[src/rtl/cache_mem_arbiter.sv]
// Round-robin arbiter sharing one cache-line memory port
// between the icache (reads) and the dcache (reads + write-backs).
module cache_mem_arbiter #(
  parameter int ADDR_W     = 32,
  parameter int DATA_W     = 32,
  parameter int LINE_BEATS = 4
) (
  input  logic                         clk,
  input  logic                         reset,
  input  logic                         i_rd_req,
  input  logic [2:0]                   i_rd_type,
  input  logic [ADDR_W-1:0]            i_rd_addr,
  output logic                         i_rd_rdy,
  output logic                         i_ret_valid,
  output logic                         i_ret_last,
  output logic [DATA_W-1:0]            i_ret_data,
  input  logic                         d_rd_req,
  input  logic [2:0]                   d_rd_type,
  input  logic [ADDR_W-1:0]            d_rd_addr,
  output logic                         d_rd_rdy,
  output logic                         d_ret_valid,
  output logic                         d_ret_last,
  output logic [DATA_W-1:0]            d_ret_data,
  input  logic                         d_wr_req,
  input  logic [2:0]                   d_wr_type,
  input  logic [ADDR_W-1:0]            d_wr_addr,
  input  logic [3:0]                   d_wr_wstrb,
  input  logic [LINE_BEATS*DATA_W-1:0] d_wr_data,
  output logic                         d_wr_rdy,
  output logic                         mem_rd_req,
  output logic [2:0]                   mem_rd_type,
  output logic [ADDR_W-1:0]            mem_rd_addr,
  input  logic                         mem_rd_rdy,
  input  logic                         mem_ret_valid,
  input  logic                         mem_ret_last,
  input  logic [DATA_W-1:0]            mem_ret_data,
  output logic                         mem_wr_req,
  output logic [2:0]                   mem_wr_type,
  output logic [ADDR_W-1:0]            mem_wr_addr,
  output logic [3:0]                   mem_wr_wstrb,
  output logic [LINE_BEATS*DATA_W-1:0] mem_wr_data,
  input  logic                         mem_wr_rdy,
  output logic                         owner,
  output logic                         beat_err
);

  localparam int CNT_W = $clog2(LINE_BEATS) + 1;
  localparam logic [2:0] T_LINE = 3'b100;

  typedef enum logic [1:0] {
    R_IDLE,
    R_REQ,
    R_RESP
  } state_t;

  state_t              state_q, state_d;
  logic                owner_q, owner_d;
  logic                last_q, last_d;
  logic [2:0]          type_q, type_d;
  logic [ADDR_W-1:0]   addr_q, addr_d;
  logic [CNT_W-1:0]    cnt_q, cnt_d;
  logic                err_q, err_d;
  logic [CNT_W-1:0]    exp_m1;
  logic                win;

  // Winner when both request: whoever was not granted last time.
  assign win = (i_rd_req && d_rd_req) ? ~last_q : d_rd_req;

  assign exp_m1 = (type_q == T_LINE) ? CNT_W'(LINE_BEATS - 1) : '0;

  assign mem_rd_type = type_q;
  assign mem_rd_addr = addr_q;
  assign owner       = owner_q;
  assign beat_err    = err_q;
  assign i_ret_data  = mem_ret_data;
  assign d_ret_data  = mem_ret_data;

  assign mem_wr_req   = d_wr_req;
  assign mem_wr_type  = d_wr_type;
  assign mem_wr_addr  = d_wr_addr;
  assign mem_wr_wstrb = d_wr_wstrb;
  assign mem_wr_data  = d_wr_data;
  assign d_wr_rdy     = mem_wr_rdy;

  // State and latched grant registers.
  always_ff @(posedge clk or posedge reset) begin
    if (reset) begin
      state_q <= R_IDLE;
      owner_q <= 1'b0;
      last_q  <= 1'b0;
      type_q  <= '0;
      addr_q  <= '0;
      cnt_q   <= '0;
      err_q   <= 1'b0;
    end else begin
      state_q <= state_d;
      owner_q <= owner_d;
      last_q  <= last_d;
      type_q  <= type_d;
      addr_q  <= addr_d;
      cnt_q   <= cnt_d;
      err_q   <= err_d;
    end
  end

  // Arbitration, handshake steering and beat-count checking.
  always_comb begin
    state_d     = state_q;
    owner_d     = owner_q;
    last_d      = last_q;
    type_d      = type_q;
    addr_d      = addr_q;
    cnt_d       = cnt_q;
    err_d       = err_q;
    mem_rd_req  = 1'b0;
    i_rd_rdy    = 1'b0;
    d_rd_rdy    = 1'b0;
    i_ret_valid = 1'b0;
    i_ret_last  = 1'b0;
    d_ret_valid = 1'b0;
    d_ret_last  = 1'b0;
    unique case (state_q)
      R_IDLE: begin
        if (mem_ret_valid) err_d = 1'b1;
        if (i_rd_req || d_rd_req) begin
          owner_d = win;
          last_d  = win;
          type_d  = win ? d_rd_type : i_rd_type;
          addr_d  = win ? d_rd_addr : i_rd_addr;
          state_d = R_REQ;
        end
      end
      R_REQ: begin
        if (mem_ret_valid) err_d = 1'b1;
        mem_rd_req = 1'b1;
        i_rd_rdy   = ~owner_q & mem_rd_rdy;
        d_rd_rdy   = owner_q & mem_rd_rdy;
        if (mem_rd_rdy) begin
          state_d = R_RESP;
          cnt_d   = '0;
        end
      end
      R_RESP: begin
        i_ret_valid = ~owner_q & mem_ret_valid;
        i_ret_last  = ~owner_q & mem_ret_last;
        d_ret_valid = owner_q & mem_ret_valid;
        d_ret_last  = owner_q & mem_ret_last;
        if (mem_ret_valid) begin
          cnt_d = cnt_q + 1'b1;
          if (mem_ret_last && cnt_q != exp_m1) err_d = 1'b1;
          if (!mem_ret_last && cnt_q == exp_m1) err_d = 1'b1;
          if (mem_ret_last) state_d = R_IDLE;
        end
      end
      default: state_d = R_IDLE;
    endcase
  end

endmodule

[config.mk]
export PLATFORM = sky130hd
export DESIGN_NAME = cache_mem_arbiter
export DESIGN_NICKNAME = d
export VERILOG_FILES = /design/src/rtl/cache_mem_arbiter.sv
export SDC_FILE = /design/constraint.sdc
export NUM_CORES = 1
export LEC_CHECK = 0
export ABC_AREA = 1
export BUFFER_PORTS_ARGS = -buffer_cell sky130_fd_sc_hd__buf_4
export CAP_MARGIN = 20
export CORE_AREA = 2 2 213 215
export CTS_BUF_LIST = sky130_fd_sc_hd__clkbuf_16
export DETAILED_ROUTE_END_ITERATION = 12
export DIE_AREA = 0 0 215 217
export SETUP_SLACK_MARGIN = 0.2
export SLEW_MARGIN = 20
export SYNTH_ARGS = -nofsm -noshare
export SYNTH_HDL_FRONTEND = slang
export SYNTH_SLANG_ARGS = --single-unit
[constraint.sdc]
create_clock -name clk -period 1.1 [get_ports clk]
set_input_delay 0.055 -clock clk [delete_from_list [all_inputs] [get_ports clk]]
set_output_delay 0.055 -clock clk [all_outputs]
set_load 0.005 [all_outputs]
-- Word level (Yosys, flattened, before mapping)
Cells that the tools add are included.
- register bits: 42
- latch bits: 0
- memory bits (writable): 0
- bits in read-only memories: 0
- output and inout bits: 277
- logic and storage cells: 62
- memories: 0
- $add $sub $neg: 1
- multiply operators: 0
- div/mod/pow operators: 0
- order comparisons: 0
- equality and inequality tests: 11
- shifts and indexed selects: 0
- mux-type cells: 24
- bitwise logic cells: 7
- reductions and logical operators: 13
- operator list (operator ; count):
    two-way mux 32 bit ; 1
    two-way mux 1 bit ; 12
    two-way mux 2 bit ; 5
    two-way mux 3 bit ; 3
    inequality test 2 bit, second input constant ; 4
    AND reduction 4 bit ; 2
    bitwise AND 1 bit ; 6
    case mux 2 bit (3 select lines) ; 1
    case mux 3 bit (2 select lines) ; 1
    nonzero test 2 bit ; 2
    adder 3 x 1 -> 3 bit, second input constant ; 1
    == test 3 x 2 -> 1 bit ; 1
    == test 3 bit, second input constant ; 1
    logical AND 1 bit ; 3
    inequality test 3 x 2 -> 1 bit ; 1
    inequality test 3 bit, second input constant ; 1
    AND reduction 3 bit ; 1
    == test 2 x 1 -> 1 bit, second input constant ; 1
    == test 2 bit, second input constant ; 1
    zero test 2 bit ; 1
    inequality test 2 x 1 -> 1 bit, second input constant ; 1
    case mux 1 bit (2 select lines) ; 1
    AND reduction 2 bit ; 1
    OR reduction 2 bit ; 1
    3 further kinds ; 3

-- Depth between registers and ports, before layout
- depth in word-level cells: 8
- gate-level depth with buffers: 7
- mapped depth without buffers: 7

-- Worst setup path after synthesis
No wires, ideal clock.
- path kind: register -> register
- start: register state_q[1]
- end: register type_q[2], in the netlist mem_rd_type[2]
- data arrival time: 1.067 ns
- data required time: 0.981 ns
- path slack: -0.086 ns
- stages on the path, launching flop included: 7
- clock period less this slack: 1.186 ns
- path through: dfrtp_1 nor3_4 buf_6 inv_4 buf_6 nand2_2 o21ai_2
- word-level cells in the longest chain between the ends: 2
- ends and longest elaborated chain (what ; RTL line ; text):
    from (decl) ; 56 ; state_t state_q, state_d;
    from (signal assigned) ; 96 ; state_q <= state_d;
    zero test 2 bit ; 122 ; unique case (state_q)
    AND reduction 2 bit (no source line) ; - ;
    to (signal assigned) ; 99 ; type_q <= type_d;
    to (decl) ; 59 ; logic [2:0] type_q, type_d;
Every way passes these cells.
A chain may end at the register's enable or synchronous reset.

-- Final worst setup path
- start: register state_q[0]
- end: output port i_ret_last
- word-level cells in the longest chain between the ends: 2
- ends and longest elaborated chain (what ; RTL line ; text):
    == test 2 bit ; 122 ;
    two-way mux 1 bit ; 122 ;
    to (decl) ; 15 ; output logic i_ret_last,
Every way passes these cells.

==> summary.txt <==
Run status
  – Status: finished with violations
  – Failing checks: negative setup slack

Power
  – NetSw: 4570 uW
  – Pwr/cell area: 2350 nW/um2
  – Clk network pwr share: 0.168
  – Net Sw Frac: 0.370
  – LEAKAGE: 0.00221 uW
  – Gate power share: 0.588
  – Max VDD drop: 612 uV
  – Power Internal: 7770 uW
  – Seq pwr share: 0.244

Floorplan
  – Initial core utilization: 0.0896
  – Die height: 217 um
  – CORE AREA: 44700 um2
  – Die width: 215 um
  – I/O pin count: 555
  – Die area: 46700 um2
  – Rows: 78

Place
  – Pre-CTS setup slack: -0.265 ns
  – Inst Count DP: 980
  – Placed instance area: 4030 um2
  – IO buf count: 120
  – Hpwl dp: 13.7 mm
  – Gp weighted congestion: 0.819

Clock network
  – Reg clk slew, reported paths: 0.08 ns
  – CTS buffer count: 5
  – CTS tree: done
  – Worst-Skew Late Latency: 0.31 ns
  – Root Buffer: clkbuf_16
  – H-tree depth: 2
  – Max Buffers Root-to-Sink: 2
  – CTS Sinks: 42

Timing
  – Worst-Margin Slew: 0.275 ns
  – PnR worst setup slack: -0.307 ns
  – Slew headroom: 0.817
  – Unrepaired setup endpoints after global routing: yes
  – Tmin final: 1.41 ns
  – # setup viols final: 48
  – Final period util: 1.28
  – Clock skew: 0.0142 ns
  – Hold Fails Final Rpt: 0
  – Fmax: 711 MHz
  – Slew Limit Fails: 0
  – Post-route setup TNS: -11.39 ns

Critical path
  – Critical Path Start Type: flop
  – Crit Path Max Fanout: 4
  – Worst Path Required: 1.04 ns
  – Crit. End Element: output port
  – Reg2reg path depth: 6
  – Setup CP Type: flop to output port
  – Worst EP arrival: 1.35 ns

Synthesis
  – Avg Inst Size Synth: 8.33 um2
  – Yosys reg bits: 42
  – Net Count, Synth: 760
  – Synth warn: 0
  – Mapped Area: 4010 um2
  – Post-synth cell types: 25
  – Sequential cell area fraction in the yosys report: 0.262
  – Mapped Cells: 481

Hold path
  – Worst Hold Path Cells: 3
  – Worst Hold Class: primary input to flop

Route
  – Total vias in the final route: 2956
  – Initial drt markers: 104
  – # DRC: 0
  – Aggregate routed wire length: 18.3 mm
  – DRT Pass-1 Iters: 4
  – Per-cell routed wire length: 17.1 um
  – Antenna viol nets, final: 0
  – Vias/cell: 2.77

Global routing
  – Overall global routing resource usage: 0.0750
  – Grt ovf: 0
  – Vias in the first global route: 3137
  – Global-route wire length before repair: 24.1 mm
  – Initial antenna violation count: 0
  – Largest net degree at the start of global routing: 43

Final layout
  – Fin cells: 1069
  – Number of fill cells in the layout: 5140
  – Final nets: 747
  – Finished Cell Area: 5250 um2
  – Share of layout cells above drive strength 1: 0.627
  – Final core occ: 0.117
  – ANT cells: 0
  – Layout area overhead: 31.0%

Job
  – Max-cap violations: 0
[through the flow]
stage | total power, uW | hold WS [ns]
CTS | 12000 | 0.000221
detailed placement | 8020 | 0.110
global route | 13300 | 0.00812
global placement | 7940 | 0.110
floorplan | 6250 | 0.0465
finish | 12300 | 0.00702
[cell families after synthesis]
| group | count (synthesis) | synth area share |
|---|---|---|
| flip-flops | 42 | 0.262 |
| AO/OA/AOI/OAI | 78 | 0.137 |
| adder cells (fa/ha/maj) | 1 | 0.00312 |
| AND/OR/NAND/NOR | 103 | 0.118 |
| buffers and inverters | 257 | 0.479 |
[power groups by stage]
stage / Clock (uW) / Combinational (uW) / Sequential, uW
floorplan: 0 / 3370 / 2880
global placement: 0 / 4950 / 2980
detailed placement: 0 / 5020 / 3000
CTS: 2240 / 6690 / 3010
global route: 2270 / 7900 / 3090
finish: 2080 / 7250 / 3010
[cell usage in the layout (no fill, tap or decap)]
cell type,instances
nand2_4,3
dfrtp_2,4
nand2_1,23
ha_1,1
a21oi_2,1
nor2_4,2
o21ai_0,4
dfrtp_1,38
nor3_4,2
nand3_2,1
dlygate4sd3_1,35
buf_4,138
buf_12,3
o21bai_1,1
o31ai_1,1
nand2_2,23
inv_6,2
a21oi_4,1
nand4_1,1
inv_2,1
or2_4,1
clkbuf_16,6
o21ai_1,21
buf_8,3
nand3_1,3
a21oi_1,2
buf_6,46
inv_16,1
inv_1,6
nor3_2,1
nor2_1,39
o21ai_2,47
clkinvlp_4,1
bufinv_16,2
clkinv_4,1
nor2_2,4
[final timing paths]
kind                                             start                           to  slack [ns]
setup / recovery                state_q[0]$_DFFE_PP0P_                   i_ret_last       -0.31
hold / removal                            d_rd_addr[1]   mem_rd_addr[1]$_DFFE_PP0P_       0.007
setup reg to reg                state_q[0]$_DFFE_PP0P_  mem_rd_addr[16]$_DFFE_PP0P_       -0.27
hold reg to reg            mem_rd_addr[28]$_DFFE_PP0P_  mem_rd_addr[28]$_DFFE_PP0P_        0.53
max in group asynchronous                        reset   mem_rd_addr[6]$_DFFE_PP0P_        0.47
min in group asynchronous                        reset   mem_rd_addr[2]$_DFFE_PP0P_        0.39
[routing by layer]
| metal | GRT usage | share of wire | up-vias |
|---|---|---|---|
| li1 | - | - | 1260 |
| met1 | 0.0641 | 0.30 | 1309 |
| met2 | 0.124 | 0.49 | 300 |
| met3 | 0.0567 | 0.16 | 87 |
| met4 | 0.0476 | 0.054 | 0 |
| met5 | 0 | 0 | - |
[repair_timing]
action / CTS / global route
hold buffers: 35 / 0
buffers inserted: 33 / 12
gates cloned: 0 / 1
setup endpoints to repair: 85 / 86
pin swaps: 12 / 6
resized for setup: 75 / 22
endpoints found under the hold margin: 65 / 0
[critical path, stage by stage (launching register included)]
cell,delay (ns)
dfrtp_1,0.39
buf_6,0.13
inv_6,0.06
nand2_4,0.06
buf_4,0.15
nor3_4,0.10
buf_4,0.14
[state kept, by name, summed over array words and instances, names as in the netlist]
register / flops
beat_err: 1
cnt_q: 3
last_q: 1
mem_rd_addr: 32
mem_rd_type: 3
state_q: 2
[synthesized netlist by cell type]
cell,n,share of area
nand2_1,27,0.025
o21ai_1,15,0.019
inv_4,2,0.0031
buf_6,4,0.011
buf_12,2,0.010
nand4_1,1,0.0016
o21ai_2,41,0.090
dfrtp_1,42,0.26
inv_1,9,0.0084
o21bai_1,1,0.0019
nor2_2,1,0.0016
ha_1,1,0.0031
clkbuf_2,1,0.0012
nor3_1,2,0.0025
o31ai_1,1,0.0019
nand2_4,1,0.0028
a21oi_1,4,0.0050
buf_4,234,0.44
nor2_1,44,0.041
nor3_4,1,0.0041
nand2_2,21,0.033
nand3_1,4,0.0050
o21ai_0,16,0.020
or2_2,1,0.0016
buf_2,5,0.0062
[layout make-up]
class / instances / area (um2) / area share
inverter: 11 / 71.3 / 0.0136
clock inverter: 3 / 68.8 / 0.0131
sequential: 42 / 1060 / 0.201
multi-input combinational: 182 / 1140 / 0.217
clock buffer: 5 / 125 / 0.0238
tap: 600 / 751 / 0.143
timing repair buffer: 226 / 2030 / 0.388
Power figures use the tool's default switching activity.
